[src/rtl/run_controller.sv]
// Run sequencer for an attached processor: holds it in reset, lets it run until it
// reports done or a cycle limit expires, then reports the outcome for one cycle.
module run_controller #(
   parameter int CW      = 16,
   parameter int RST_CYC = 2,
   parameter int TIMEOUT = 4095
) (
   input  logic          clk,
   input  logic          reset,
   input  logic          start,
   input  logic          core_done,
   output logic          core_reset,
   output logic          core_req,
   output logic          busy,
   output logic          result_valid,
   output logic [1:0]    status,
   output logic [CW-1:0] cycles
);

   typedef enum logic [1:0] {
      S_IDLE = 2'd0,
      S_RST  = 2'd1,
      S_RUN  = 2'd2,
      S_DONE = 2'd3
   } state_t;

   localparam logic [3:0]    RST_LOAD   = 4'(RST_CYC - 1);
   localparam logic [CW-1:0] TO_LAST    = CW'(TIMEOUT - 1);
   localparam logic [CW-1:0] TO_VALUE   = CW'(TIMEOUT);
   localparam logic [1:0]    ST_NONE    = 2'b00;
   localparam logic [1:0]    ST_DONE    = 2'b01;
   localparam logic [1:0]    ST_TIMEOUT = 2'b10;

   state_t        r_state;
   logic [3:0]    r_rst_cnt;
   logic [CW-1:0] r_cycles;
   logic [1:0]    r_status;
   logic          r_core_reset;
   logic          r_core_req;
   logic          r_busy;
   logic          r_result_valid;

   // Outputs are registered alongside each transition so they match the entered state.
   always_ff @(posedge clk) begin
      if (!reset) begin
         r_state        <= S_IDLE;
         r_rst_cnt      <= '0;
         r_cycles       <= '0;
         r_status       <= ST_NONE;
         r_core_reset   <= 1'b1;
         r_core_req     <= 1'b0;
         r_busy         <= 1'b0;
         r_result_valid <= 1'b0;
      end else begin
         case (r_state)
            S_IDLE: begin
               if (start) begin
                  r_state      <= S_RST;
                  r_rst_cnt    <= RST_LOAD;
                  r_cycles     <= '0;
                  r_status     <= ST_NONE;
                  r_busy       <= 1'b1;
               end
            end
            S_RST: begin
               if (r_rst_cnt == 4'd0) begin
                  r_state      <= S_RUN;
                  r_core_reset <= 1'b0;
                  r_core_req   <= 1'b1;
               end else begin
                  r_rst_cnt    <= r_rst_cnt - 4'd1;
               end
            end
            S_RUN: begin
               // Completion takes precedence over the cycle limit on the same edge.
               if (core_done) begin
                  r_state        <= S_DONE;
                  r_status       <= ST_DONE;
                  r_core_req     <= 1'b0;
                  r_result_valid <= 1'b1;
               end else if (r_cycles == TO_LAST) begin
                  r_state        <= S_DONE;
                  r_cycles       <= TO_VALUE;
                  r_status       <= ST_TIMEOUT;
                  r_core_req     <= 1'b0;
                  r_result_valid <= 1'b1;
               end else begin
                  r_cycles       <= r_cycles + 1'b1;
               end
            end
            S_DONE: begin
               r_state        <= S_IDLE;
               r_core_reset   <= 1'b1;
               r_busy         <= 1'b0;
               r_result_valid <= 1'b0;
            end
            default: begin
               r_state        <= S_IDLE;
               r_core_reset   <= 1'b1;
               r_core_req     <= 1'b0;
               r_busy         <= 1'b0;
               r_result_valid <= 1'b0;
            end
         endcase
      end
   end

   assign core_reset   = r_core_reset;
   assign core_req     = r_core_req;
   assign busy         = r_busy;
   assign result_valid = r_result_valid;
   assign status       = r_status;
   assign cycles       = r_cycles;

endmodule
[config.mk]
export PLATFORM = sky130hd
export DESIGN_NAME = run_controller
export DESIGN_NICKNAME = d
export VERILOG_FILES = /design/src/rtl/run_controller.sv
export SDC_FILE = /design/constraint.sdc
export NUM_CORES = 1
export LEC_CHECK = 0
export ABC_CLOCK_PERIOD_IN_PS = 5080
export BUFFER_PORTS_ARGS = -buffer_cell sky130_fd_sc_hd__buf_2
export CAP_MARGIN = 20
export CORE_MARGIN = 4
export CORE_UTILIZATION = 60
export DETAILED_ROUTE_END_ITERATION = 6
export PLACE_DENSITY = 0.95
export SLEW_MARGIN = 20
export SYNTH_ARGS = -nofsm -noshare
export SYNTH_HDL_FRONTEND = slang
export SYNTH_SLANG_ARGS = --single-unit
[constraint.sdc]
create_clock -name clk -period 5.08 [get_ports clk]
set_input_delay 0.508 -clock clk [delete_from_list [all_inputs] [get_ports clk]]
set_output_delay 0.508 -clock clk [all_outputs]
set_load 0.02 [all_outputs]
Yosys cells after proc, flatten, opt, wreduce, memory -nomap -nowiden. Index checks and enable logic that the tools add are counted.

Word-level logic and storage cells: 62. Bits in registers: 28. Output and inout port bits: 22.

Add/subtract/negate cells: 2. Equal/unequal tests: 9. Reductions and logical operators: 16. Mux-type cells: 27.

Operator list (number): 16-bit two-way mux (3); 16-bit one-hot mux with 2 select lines (1); 16-bit by 1-bit adder with 16-bit output (second input constant) (1); 16-bit by 12-bit equality test with 1-bit output (second input constant) (1); 3-bit AND reduction (5); 2-bit two-way mux (7); 2-bit nonzero test (6); 4-bit two-way mux (2); 2-bit != test (second input constant) (4); 1-bit one-hot mux with 2 select lines (4); 2-bit one-hot mux with 4 select lines (1); 4-bit one-hot mux with 2 select lines (1); 1-bit two-way mux (7); 2-bit AND reduction (3); 2-bit equality test (second input constant) (2); 4-bit logical NOT (1); 2-bit one-hot mux with 2 select lines (1); 4-bit by 1-bit subtractor with 4-bit output (second input constant) (1); 3-bit != test (second input constant) (1); 2-bit by 1-bit equality test with 1-bit output (second input constant) (1); 2-bit logical NOT (1).

Logic depth before layout (Yosys ltp). Gate-level depths: netlist of the first run.

Depth after elaboration: 4. Depth in mapped cells: 9.

Least setup slack after synthesis of the first run. Ideal clock, no wire load.

Kind: reg2reg. Start point: register r_cycles[1] (netlist: cycles[1]). End point: register r_result_valid (netlist: result_valid). Library setup time: 70 ps. Cell stages (with the launch flop): 8. Buffers on the path: 1. Data arrival time: 1975 ps. Path slack: 3034 ps. Cell sequence: dfxtp_1 > ha_1 > or3b_4 > nor4_4 > buf_6 > nor2_1 > or3_1 > a21oi_1.

Word-level cells in the longest chain between the ends: 3.

RTL lines: start: declaration (line 36) `logic [CW-1:0] r_cycles;`; start signal: assignment (line 88) `r_cycles <= r_cycles + 1'b1;`; 16-bit by 12-bit equality test with 1-bit output (line 81) `end else if (r_cycles == TO_LAST) begin`; 3-bit != test (no line); 2-bit AND reduction (no line); end signal: assignment (line 80) `r_result_valid <= 1'b1;`; end signal: assignment (line 86) `r_result_valid <= 1'b1;`; end signal: assignment (line 95) `r_result_valid <= 1'b0;`; end: declaration (line 41) `logic r_result_valid;`.

No other way between the ends. A chain may end at the register's enable or synchronous reset.

Worst setup path in the final report of the first run.
Start point: register r_state[0]. End point: register r_cycles[13] (netlist: cycles[13]).

Word-level cells in the longest chain between the ends: 3. Elaborated cells between the ends (all ways): 7. Those cells by class: eq/ne (3); mux (1); reduce/logical (3).

RTL lines: start: declaration (line 34) `state_t r_state;`; start signal: assignment (line 46) `r_state <= S_IDLE;`; start signal: assignment (line 58) `r_state <= S_RST;`; start signal: assignment (line 67) `r_state <= S_RUN;`; 2-bit equality test / 2-bit logical NOT (equally long branches) (line 55) `case (r_state)`; 2-bit != test (no line) / 2-bit nonzero test (equally long branches); 3-bit AND reduction (no line).

Parallel ways exist; a longest one is shown, timed or not.

==> Flow_metrics.wiki, run 1 <==
{| class="wikitable"
! Metric !! Value
|-
| Starting utilization of the core area || 0.636
|-
| Number of max-cap violations || 0
|-
| Worst clock skew on the final layout || 0.00258 ns
|-
| Worst Hold Endpoint || core_reset$_SDFFE_PN1P_
|-
| Pwr dens || 375 nW/µm²
|-
| Synth Register Bits || 28
|-
| Proportion of layout cells with a drive suffix above 1 || 0.142
|-
| Start point of the worst hold path || reset
|-
| Fraction of the mapped netlist area in adder cells || 0.0624
|-
| Critical Path Start Type || flip-flop
|-
| Data required time at the worst endpoint || 5.35 ns
|-
| First-pass GRT wire length || 6.38 mm
|-
| Post-synthesis compound-gate area fraction || 0.246
|-
| CP endpoint kind || flip-flop
|-
| Area of the die || 3560 µm²
|-
| Total gr overflow || 0
|-
| Highest metal layer with signal wires || met4
|-
| Met1 layer wirelength in the final routing || 1.75 mm
|-
| Pin count of the biggest net entering global routing || 23
|-
| Cell count after synthesis || 213
|-
| Ant diodes || 0
|-
| Post_cts resized || 0
|-
| Final min period || 2.66 ns
|-
| FMAX || 376 MHz
|-
| Area growth, synth to finish || 9.91%
|-
| HPWL after DPL || 2.70 mm
|-
| Depth of the worst register-to-register path || 7
|-
| Met2 WL post-DR || 1.80 mm
|-
| # rows || 18
|-
| Final sum of negative setup slack || 0 ns
|-
| Slew @ Worst Pin || 0.939 ns
|-
| Net count after synthesis || 225
|-
| Reg2Reg Launch Point || r_state[0]$_SDFFE_PN0P_
|-
| Clock transition at the registers of the reported paths || 0.15 ns
|-
| Post-CTS Hold Buffers || 0
|-
| Max VDD drop || 0.348 mV
|-
| Final setup slack of the worst path || 2.42 ns
|-
| Portion of the post-synthesis area used by sequential elements || 0.349
|-
| Largest fanout of any net on the critical path || 16
|-
| Per-cell routed wire length || 14.7 µm
|-
| Flop2flop setup slack || 2.42 ns
|-
| Buffers inserted by post-CTS timing repair || 0
|-
| Routed Antenna Nets || 0
|-
| Number of design-rule violations left by the first detailed-router iteration || 101
|-
| Inserted Clock Buffers || 3
|-
| Final Net Count || 246
|-
| Clock Latency Late Sink || 0.33 ns
|-
| Antenna violations before repair || 0
|-
| Overall track demand over capacity in global routing || 0.228
|-
| Share of the cycle needed by the critical path after routing || 0.524
|-
| Xor-xnor portion of the synthesized cell area || 0
|-
| Synthesized cell area || 1600 µm²
|-
| Number of hold violations in the final report || 0
|-
| Distinct cell type count after synthesis || 36
|-
| TritonCTS clock tree || done
|-
| Combinational family with the most area after synthesis || simple AND/OR/NAND/NOR gates
|-
| Floorplan Core Area || 2520 µm²
|-
| Unrepaired setup endpoints after global routing || false
|-
| Headroom to the max-slew limit || 0.369
|-
| Number of vias in the routed layout || 1607
|-
| Number of cells traversed by the worst hold path || 2
|-
| Sum of met3 wire segment lengths after detailed routing || 267 µm
|-
| Dpl ws || 2.50 ns
|-
| Setup-failing EPs final || 0
|-
| Post-synthesis average cell area || 7.53 µm²
|-
| CTS root buf || clkbuf_4
|-
| CTS H-tree lvls || 1
|-
| Run status || complete, no violations
|-
| Multiplexer fraction of the synthesized cell area || 0
|-
| Detailed-route wire length || 3.87 mm
|-
| Placer congestion estimate || 0.846
|-
| Reg2reg end || cycles[13]$_SDFFE_PN0P_
|-
| Leakage component of the power || 0.000694 µW
|-
| Class of the tightest hold or removal check || input port to flip-flop
|-
| Clock tree sinks || 28
|-
| Top-Level Pins || 26
|-
| Simple-gate portion of the synthesized area || 0.294
|-
| IO buf count || 25
|-
| Pwr Total || 662 µW
|-
| Number of global-route vias before repair || 1413
|-
| DRC violations left || 0
|-
| Horiz. Die Dim || 59.7 µm
|-
| Arrival time of the worst setup path || 2.93 ns
|-
| Vertical die dimension || 59.7 µm
|-
| DRT Pass-1 Iters || 4
|-
| YS warnings || 0
|-
| Number of pins exceeding their max-slew limit in the final report || 0
|-
| Max Buffers Root-to-Sink || 2
|-
| Critical path type || flip-flop to flip-flop
|-
| Routed vias/inst || 6.11
|}
-- registers in the layout, summed over array words and instances, names as in the netlist --
| name | count |
|---|---|
| busy | 1 |
| r_state | 2 |
| status | 2 |
| core_reset | 1 |
| cycles | 16 |
| result_valid | 1 |
| core_req | 1 |
| r_rst_cnt | 4 |
-- critical path: stages, from the launching register on --
cell	delay, ns
dfxtp_1	0.39
inv_1	0.11
ha_1	0.27
nand2b_1	0.25
nor2b_1	0.73
nand2b_1	0.21
or4_1	0.51
a21oi_1	0.14
-- layer usage --
| layer | up-vias | GRT usage |
|---|---|---|
| met3 | 5 | 0.0302 |
| met2 | 69 | 0.355 |
| met5 | - | 0 |
| met4 | 0 | 0.0854 |
| met1 | 724 | 0.319 |
| li1 | 809 | - |
-- cell usage in the layout (no fill, tap or decap), types with 4 or more instances in the layout --
master    netlist  layout
a211oi_1        5       5
a21oi_1        20      20
buf_2           2      25
dfxtp_1        28      28
ha_1            8       8
inv_1           8       8
nand2_1        23      23
nand2b_1        4       4
nand3_1         9       9
nand4_1         5       5
nor2_1         21      21
nor2b_1         5       5
nor3_1          8       8
nor4_1          4       4
o21ai_0        27      27
-- cell usage after synthesis --
| cell type | number | area share |
|---|---|---|
| nand3_1 | 9 | 0.028 |
| a211oi_1 | 5 | 0.023 |
| a221oi_1 | 1 | 0.0055 |
| or3b_2 | 1 | 0.0055 |
| dfxtp_1 | 28 | 0.35 |
| o21bai_1 | 1 | 0.0047 |
| buf_2 | 2 | 0.0062 |
| nor4_4 | 1 | 0.013 |
| inv_1 | 8 | 0.019 |
| a32oi_1 | 1 | 0.0055 |
| and2_1 | 1 | 0.0039 |
| or3b_4 | 1 | 0.0070 |
| nand2b_1 | 4 | 0.016 |
| o21ai_0 | 27 | 0.084 |
| ha_1 | 8 | 0.062 |
| nor2b_1 | 5 | 0.020 |
| nor4_1 | 4 | 0.016 |
| a22oi_1 | 1 | 0.0047 |
| or3_1 | 2 | 0.0078 |
| and2_0 | 1 | 0.0039 |
| nand4_1 | 5 | 0.020 |
| and4_1 | 1 | 0.0055 |
| nor2_1 | 21 | 0.049 |
| nand2_1 | 23 | 0.054 |
| o211ai_1 | 3 | 0.014 |
| nand4bb_1 | 1 | 0.0070 |
| or4_1 | 3 | 0.014 |
| o22ai_1 | 3 | 0.012 |
| clkbuf_1 | 6 | 0.014 |
| a22o_1 | 2 | 0.011 |
| o21a_1 | 3 | 0.014 |
| o31ai_1 | 1 | 0.0047 |
| buf_6 | 1 | 0.0070 |
| buf_1 | 1 | 0.0023 |
| nor3_1 | 8 | 0.025 |
| a21oi_1 | 20 | 0.062 |
-- logic make-up after synthesis --
logic type | after synthesis
buf+inv | 18
simple gates | 91
fa+ha+maj | 8
compound gates | 68
flops | 28
-- cell type report --
| type | count | area, µm² |
|---|---|---|
| multi-input cells | 167 | 966 |
| fillers | 209 | 759 |
| flip-flops and latches | 28 | 561 |
| repair buffers | 26 | 133 |
| well taps | 30 | 37.5 |
| clock buffers | 4 | 36.3 |
| inverters | 8 | 30.0 |
-- worst max path at each step --
stage                                       start                         to  slack, ns  cells after the start
final                     r_state[0]$_SDFFE_PN0P_    cycles[13]$_SDFFE_PN0P_       2.42                      7
after global routing      r_state[0]$_SDFFE_PN0P_    cycles[13]$_SDFFE_PN0P_       2.13                      7
after CTS                 r_state[0]$_SDFFE_PN0P_    cycles[13]$_SDFFE_PN0P_       2.47                      7
after detailed placement  r_state[0]$_SDFFE_PN0P_    cycles[13]$_SDFFE_PN0P_       2.50                      7
after global placement    r_state[0]$_SDFFE_PN0P_    cycles[13]$_SDFFE_PN0P_       2.59                      7
after floorplan            cycles[1]$_SDFFE_PN0P_  result_valid$_SDFFE_PN0P_       3.03                      7
-- through the flow --
step	instances	area [µm²]	hold WS (ns)	util
2_1_floorplan	213	1600	0.472	-
3_3_place_gp	258	1720	0.451	0.682
3_5_place_dp	258	1720	0.480	0.682
5_1_grt	263	1760	0.488	0.699
6_report	263	1760	0.476	0.699
4_1_cts	262	1760	0.477	0.696
-- where the power goes --
| group | internal, µW | switching (µW) | total (µW) |
|---|---|---|---|
| logic | 101 | 183 | 284 |
| clock network | 43.9 | 65.9 | 110 |
| registers | 247 | 20.6 | 268 |
Note: power is estimated with default switching activity, not from simulation.
==> inputs of run 2 (changes only) <==
--- a/config.mk
+++ b/config.mk
@@ -5,13 +5,14 @@
 export SDC_FILE = /design/constraint.sdc
 export NUM_CORES = 1
 export LEC_CHECK = 0
-export ABC_CLOCK_PERIOD_IN_PS = 5080
+export ABC_AREA = 1
+export ABC_CLOCK_PERIOD_IN_PS = 2600
 export BUFFER_PORTS_ARGS = -buffer_cell sky130_fd_sc_hd__buf_2
 export CAP_MARGIN = 20
 export CORE_MARGIN = 4
-export CORE_UTILIZATION = 60
+export CORE_UTILIZATION = 56
 export DETAILED_ROUTE_END_ITERATION = 6
-export PLACE_DENSITY = 0.95
+export PLACE_DENSITY = 0.9
 export SLEW_MARGIN = 20
 export SYNTH_ARGS = -nofsm -noshare
 export SYNTH_HDL_FRONTEND = slang
==> constraint.sdc (replaced) <==
create_clock -name clk -period 2.6 [get_ports clk]
set_input_delay 0.26 -clock clk [delete_from_list [all_inputs] [get_ports clk]]
set_output_delay 0.26 -clock clk [all_outputs]
set_load 0.02 [all_outputs]
==> run 2 against run 1 <==
Hold slack worse by 0.30 ns. Largest power group unchanged. Non-clock buffer count is 1 lower. Global-route usage shrank 3.2 points. Highest routed layer unchanged.
==> Flow_metrics.wiki, run 2 <==
{| class="wikitable"
! Metric !! Value
|-
| Run status || complete, no violations
|-
| Max Buffers Root-to-Sink || 2 (unchanged)
|-
| Final sum of negative setup slack || 0 ns (unchanged)
|-
| YS warnings || 0 (unchanged)
|-
| Ant diodes || 0 (unchanged)
|-
| Top-Level Pins || 26 (unchanged)
|-
| Overall track demand over capacity in global routing || 0.196 (-0.0317)
|-
| Number of global-route vias before repair || 1557 (+10%)
|-
| Cell with the most instances after synthesis || nand2_1
|-
| CTS root buf || clkbuf_4
|-
| Detailed-route wire length || 3.80 mm (-1.6%)
|-
| Area growth, synth to finish || 10.1%
|-
| Number of vias in the routed layout || 1708 (+6.3%)
|-
| Synthesized cell area || 1720 µm² (+7.3%)
|-
| Arrival time of the worst setup path || 2.00 ns (-0.93 ns)
|-
| Clock transition at the registers of the reported paths || 0.15 ns (about the same)
|-
| Share of Yosys cell area claimed by the top area cell type || 0.326 (-0.0236)
|-
| Critical Path Start Type || flip-flop
|-
| Number of design-rule violations left by the first detailed-router iteration || 85 (-16%)
|-
| Most frequent cells after synthesis || nand2_1, dfxtp_1, nor2_1
|-
| HPWL after DPL || 2.94 mm (+8.8%)
|-
| CTS H-tree lvls || 1 (unchanged)
|-
| Flip-flop count of the largest register after layout || 16 (unchanged)
|-
| Cell count after synthesis || 264 (+24%)
|-
| Share of the cycle needed by the critical path after routing || 0.664 (+0.140)
|-
| Most common cell after layout, fill and taps aside || nand2_1
|-
| Net count after synthesis || 276 (+23%)
|-
| Number of standard cells in the final layout excluding fillers || 320 (+22%)
|-
| EDFF count, synth || 0 (unchanged)
|-
| Largest fanout of any net on the critical path || 10 (-6)
|-
| Post-synthesis async set-or-reset flop share || 0 (unchanged)
|-
| Max VDD drop || 0.289 mV (-17%)
|-
| Starting utilization of the core area || 0.603 (-0.0328)
|-
| First-pass GRT wire length || 6.53 mm (+2.4%)
|-
| Data required time at the worst endpoint || 2.87 ns (-2.48 ns)
|-
| Worst Hold Slack || 0.176 ns (-0.300 ns)
|-
| Critical path type || flip-flop to flip-flop
|-
| Storage cell area || 561 µm² (unchanged)
|-
| Most frequent cells in the layout || nand2_1, nor2_1, dfxtp_1
|-
| Total gr overflow || 0 (unchanged)
|-
| Buffers inserted by post-CTS timing repair || 0 (unchanged)
|-
| Routed vias/inst || 5.34 (-13%)
|-
| DRT Pass-1 Iters || 4 (unchanged)
|-
| Placer congestion estimate || 0.912 (+7.8%)
|-
| Most used DFF post-synth || dfxtp_1
|-
| Floorplan Core Area || 2850 µm² (+13%)
|-
| Flop2flop setup slack || 0.87 ns (-1.54 ns)
|-
| FMAX || 580 MHz (+54%)
|-
| Inserted Clock Buffers || 3 (unchanged)
|-
| Final min period || 1.73 ns (-0.936 ns)
|-
| TritonCTS clock tree || done
|-
| Vertical die dimension || 63.4 µm (+6.2%)
|-
| Pin count of the biggest net entering global routing || 22 (-4.3%)
|-
| Slew @ Worst Pin || 0.623 ns (-0.316 ns)
|-
| Post-CTS Hold Buffers || 0 (unchanged)
|-
| Post-synthesis average cell area || 6.52 µm² (-13%)
|-
| # rows || 19 (+1)
|-
| Setup-failing EPs final || 0 (unchanged)
|-
| Unrepaired setup endpoints after global routing || false
|-
| Synth Register Bits || 28 (unchanged)
|-
| Worst clock skew on the final layout || 0.00586 ns (+0.00328 ns)
|-
| Horiz. Die Dim || 63.4 µm (+6.2%)
|-
| Leakage component of the power || 0.000845 µW (+22%)
|-
| Headroom to the max-slew limit || 0.584 (+0.215)
|-
| Antenna violations before repair || 0 (unchanged)
|-
| Number of hold violations in the final report || 0 (unchanged)
|-
| Pwr dens || 713 nW/µm² (+90%)
|-
| Clock Latency Late Sink || 0.34 ns (about the same)
|-
| Per-cell routed wire length || 11.9 µm (-19%)
|-
| DRC violations left || 0 (unchanged)
|-
| Routed Antenna Nets || 0 (unchanged)
|-
| Pwr Total || 1350 µW (+100%)
|-
| Fillcell total || 269 (+29%)
|-
| Largest area contributor in the synthesized netlist || dfxtp_1
|-
| IO buf count || 25 (unchanged)
|-
| Number of pins exceeding their max-slew limit in the final report || 0 (unchanged)
|-
| Post_cts resized || 0 (unchanged)
|-
| Final Net Count || 302 (+23%)
|-
| Proportion of layout cells with a drive suffix above 1 || 0.170 (+0.0279)
|-
| Distinct cell type count after synthesis || 28 (-22%)
|-
| CP endpoint kind || flip-flop
|-
| Number of max-cap violations || 0 (unchanged)
|-
| Portion of the post-synthesis area used by sequential elements || 0.326 (-0.0236)
|-
| Clock tree sinks || 28 (unchanged)
|-
| Top area cells in the synthesized netlist || dfxtp_1, nand2_1, a21oi_1, nor2_1, ha_1
|-
| Class of the tightest hold or removal check || input port to flip-flop
|-
| Area of the multi-input gates || 1020 µm² (+6.1%)
|-
| Inst Count DP || 316 (+22%)
|-
| Area of the die || 4020 µm² (+13%)
|}
## run 2: cell types whose count changed after synthesis, sizes merged, moves of 4 or more
cell | before | now
nor2 | 21 | 36
a211oi | 5 | 1
nand2 | 23 | 92
inv | 8 | 29
nor2b | 5 | 0
nor3 | 8 | 3
nor4 | 5 | 0
nand2b | 4 | 0
o21ai | 27 | 11
clkbuf | 6 | 2
## run 2: critical path, stage by stage, from the launching register on
cell     delay, ns
dfxtp_1       0.41
inv_1         0.10
ha_1          0.27
inv_1         0.20
o21a_2        0.23
nor2_8        0.06
inv_2         0.17
nand2_1       0.09
a21oi_1       0.14
## run 2: cell families after synthesis
| family | synth area share |
|---|---|
| xor+xnor | 0.0306 |
| flops | 0.326 |
| simple gates | 0.391 |
| compound gates | 0.116 |
| fa+ha+maj | 0.0582 |
| buf+inv | 0.0785 |
## run 2: cell type report
class	instances	share of cell area
clock buffers	4	0.0192
flip-flops and latches	28	0.296
repair buffers	25	0.0661
multi-input cells	203	0.541
inverters	29	0.0575
well taps	31	0.0205
## run 2: layer usage
| metal | up-vias | share of wire | global-route usage | routed length [µm] |
|---|---|---|---|---|
| li1 | 888 | - | - | - |
| met5 | - | 0 | 0 | 0 |
| met3 | 9 | 0.053 | 0.0497 | 200 |
| met2 | 47 | 0.50 | 0.353 | 1900 |
| met1 | 764 | 0.44 | 0.231 | 1660 |
| met4 | 0 | 0.011 | 0.0458 | 40 |
## run 2: path summary, 6_finish.rpt
kind                                 from  cells past startpoint                       to
setup / recovery  r_state[0]$_SDFFE_PN0P_                      8  cycles[14]$_SDFFE_PN0P_
hold reg to reg    status[1]$_SDFFE_PN0P_                      2   status[1]$_SDFFE_PN0P_
hold / removal                      reset                      2  core_reset$_SDFFE_PN1P_
setup reg to reg  r_state[0]$_SDFFE_PN0P_                      8  cycles[14]$_SDFFE_PN0P_
## run 2: where the power goes
group	switching [µW]	internal (µW)	leakage, µW	total [µW]
clock	134	85.9	0.0000210	220
combinational	392	200	0.000596	592
sequential	43.0	496	0.000227	539
total	569	782	0.000845	1350
## run 2: metrics by stage
stage / worst slack, ns / area (µm²) / utilization
detailed placement: 0.892 / 1860 / 0.651
floorplan: 1.08 / 1720 / -
global placement: 0.947 / 1860 / 0.651
finish: 0.875 / 1890 / 0.664
CTS: 0.862 / 1890 / 0.664
global route: 0.702 / 1890 / 0.664
==> inputs of run 3 (changes only) <==
--- a/config.mk
+++ b/config.mk
@@ -6,7 +6,7 @@
 export NUM_CORES = 1
 export LEC_CHECK = 0
 export ABC_AREA = 1
-export ABC_CLOCK_PERIOD_IN_PS = 2600
+export ABC_CLOCK_PERIOD_IN_PS = 1750
 export BUFFER_PORTS_ARGS = -buffer_cell sky130_fd_sc_hd__buf_2
 export CAP_MARGIN = 20
 export CORE_MARGIN = 4
==> constraint.sdc (replaced) <==
create_clock -name clk -period 1.75 [get_ports clk]
set_input_delay 0.175 -clock clk [delete_from_list [all_inputs] [get_ports clk]]
set_output_delay 0.175 -clock clk [all_outputs]
set_load 0.02 [all_outputs]
==> run 3 against run 2 <==
Global-route usage up 1.4 points. Wire length up 3.1%. Fmax up 7.0%. Hold slack worse by 0.090 ns. Via count up 1.1%. Flip-flop and latch count unchanged. Non-clock buffer count up 2. Critical endpoint is now cycles[11]$_SDFFE_PN0P_. Largest power group unchanged. Highest routed layer unchanged. Utilization up 1.1 points. First-iteration DRC count down 18%.
==> Flow_metrics.wiki, run 3 (same netlist as run 2, synthesis figures left out) <==
{| class="wikitable"
! Metric !! Value
|-
| DRT Pass-1 Iters || 4 (unchanged)
|-
| Most frequent cells in the layout || nand2_1, nor2_1, dfxtp_1, buf_2, inv_1
|-
| # rows || 19 (unchanged)
|-
| Class of the tightest hold or removal check || input port to flip-flop
|-
| Max Buffers Root-to-Sink || 2 (unchanged)
|-
| Most common cell after layout, fill and taps aside || nand2_1
|-
| Number of pins exceeding their max-slew limit in the final report || 0 (unchanged)
|-
| Relative contribution of combinational cells to total power || 0.447 (+0.009)
|-
| Clock Latency Late Sink || 0.34 ns (about the same)
|-
| Clock tree sinks || 28 (unchanged)
|-
| Inst Count DP || 318 (+0.63%)
|-
| CTS H-tree lvls || 1 (unchanged)
|-
| Vertical die dimension || 63.4 µm (unchanged)
|-
| Post-CTS Hold Buffers || 0 (unchanged)
|-
| Floorplan Core Area || 2850 µm² (unchanged)
|-
| Area growth, synth to finish || 11.9%
|-
| Routed Antenna Nets || 0 (unchanged)
|-
| Met1 layer wirelength in the final routing || 1.72 mm (+3.4%)
|-
| Overall track demand over capacity in global routing || 0.210 (+0.0138)
|-
| Antenna violations before repair || 0 (unchanged)
|-
| Highest metal layer with signal wires || met4
|-
| Horiz. Die Dim || 63.4 µm (unchanged)
|-
| NetSw || 858 µW (+51%)
|-
| Starting utilization of the core area || 0.603 (unchanged)
|-
| Number of vias in the routed layout || 1726 (+1.1%)
|-
| Detailed-route wire length || 3.92 mm (+3.1%)
|-
| Design internal power || 1190 µW (+52%)
|-
| Clock transition at the registers of the reported paths || 0.15 ns (about the same)
|-
| Ant diodes || 0 (unchanged)
|-
| TritonCTS clock tree || done
|-
| CTS root buf || clkbuf_4
|-
| Run status || complete, no violations
|-
| Sum of met3 wire segment lengths after detailed routing || 165 µm (-18%)
|-
| FMAX || 620 MHz (+7.0%)
|-
| Final min period || 1.61 ns (-0.112 ns)
|-
| Max VDD drop || 0.496 mV (+72%)
|-
| Flip-flop count of the largest register after layout || 16 (unchanged)
|-
| Critical path type || flip-flop to flip-flop
|-
| Data required time at the worst endpoint || 1.97 ns (-0.90 ns)
|-
| Top-Level Pins || 26 (unchanged)
|-
| Worst Hold Slack || 0.0864 ns (-0.0900 ns)
|-
| Placer congestion estimate || 0.901 (-1.1%)
|-
| Leakage component of the power || 0.000852 µW (+0.86%)
|-
| Post_cts resized || 0 (unchanged)
|-
| Share of power burned in the clock network || 0.160 (-0.003)
|-
| Proportion of total power due to net switching || 0.419 (-0.00238)
|-
| Final sum of negative setup slack || 0 ns (unchanged)
|-
| Headroom to the max-slew limit || 0.562 (-0.0222)
|-
| DRC violations left || 0 (unchanged)
|-
| Pin count of the biggest net entering global routing || 22 (unchanged)
|-
| IO buf count || 25 (unchanged)
|-
| Slew @ Worst Pin || 0.657 ns (+0.0333 ns)
|-
| Per-cell routed wire length || 12.2 µm (+2.4%)
|-
| Final Net Count || 304 (+0.66%)
|-
| Sequential share of power || 0.394 (-0.005)
|-
| Number of hold violations in the final report || 0 (unchanged)
|-
| Area of the die || 4020 µm² (unchanged)
|-
| Largest fanout of any net on the critical path || 15 (+5)
|-
| HPWL after DPL || 2.96 mm (+0.92%)
|-
| Number of global-route vias before repair || 1663 (+6.8%)
|-
| Total gr overflow || 0 (unchanged)
|-
| Number of design-rule violations left by the first detailed-router iteration || 70 (-18%)
|-
| Critical Path Start Type || flip-flop
|-
| Worst clock skew on the final layout || 0.00171 ns (-0.00415 ns)
|-
| Pwr dens || 1060 nW/µm² (+49%)
|-
| First-pass GRT wire length || 6.94 mm (+6.3%)
|-
| Routed vias/inst || 5.36 (+0.43%)
|-
| Number of standard cells in the final layout excluding fillers || 322 (+0.63%)
|-
| Number of max-cap violations || 0 (unchanged)
|-
| Proportion of layout cells with a drive suffix above 1 || 0.199 (+0.0298)
|-
| Share of the cycle needed by the critical path after routing || 0.922 (+0.258)
|-
| Arrival time of the worst setup path || 1.83 ns (-0.17 ns)
|-
| Met2 WL post-DR || 1.97 mm (+3.5%)
|-
| Inserted Clock Buffers || 3 (unchanged)
|-
| CP endpoint kind || flip-flop
|-
| Buffers inserted by post-CTS timing repair || 0 (unchanged)
|-
| Setup-failing EPs final || 0 (unchanged)
|}
==> run 3: worst max-delay path, stage by stage (launching register included) <==
cell and delay [ns]:
dfxtp_2 0.37, inv_1 0.10, ha_2 0.22, inv_1 0.07
nor2_2 0.13, inv_1 0.08, nand2_1 0.13, clkinv_4 0.13
o21ai_0 0.10, nand2_1 0.06, nand2_1 0.05, a21oi_1 0.05
==> run 3: final timing paths <==
kind | endpoint | slack, ns | start | depth (start not counted)
worst max register to register | cycles[11]$_SDFFE_PN0P_ | 0.14 | r_state[1]$_SDFFE_PN0P_ | 11
worst max-delay path | cycles[11]$_SDFFE_PN0P_ | 0.14 | r_state[1]$_SDFFE_PN0P_ | 11
worst min-delay path | core_reset$_SDFFE_PN1P_ | 0.09 | reset | 2
worst min register to register | status[1]$_SDFFE_PN0P_ | 0.46 | status[1]$_SDFFE_PN0P_ | 2
==> run 3: metrics by stage <==
stage	setup slack (ns)	total power (µW)	util	cell area, µm²
after global placement	0.135	1680	0.657	1870
after detailed placement	0.0361	1710	0.657	1870
after CTS	0.00257	2040	0.669	1910
after global routing	-0.00988	2220	0.675	1930
final	0.137	2050	0.675	1930
after floorplan	0.226	1500	-	1720
==> run 3: per-layer routing <==
layer | GRT usage | vias to the layer above
met5 | 0 | -
met4 | 0.0728 | 0
met2 | 0.402 | 39
met1 | 0.234 | 784
met3 | 0.0266 | 8
li1 | - | 895
==> run 3: cell type report <==
cell class,count,area (µm²)
repair buffers,27,140
clock buffers,4,36.3
well taps,31,38.8
multi-input cells,203,1030
flip-flops and latches,28,564
fillers,280,927
inverters,29,114
==> run 3: power groups by stage <==
| stage | Sequential, µW | Clock, µW | Combinational [µW] |
|---|---|---|---|
| floorplan | 860 | 0 | 636 |
| CTS | 802 | 339 | 894 |
| detailed placement | 817 | 0 | 893 |
| finish | 807 | 327 | 916 |
| global placement | 811 | 0 | 864 |
| global route | 818 | 358 | 1040 |
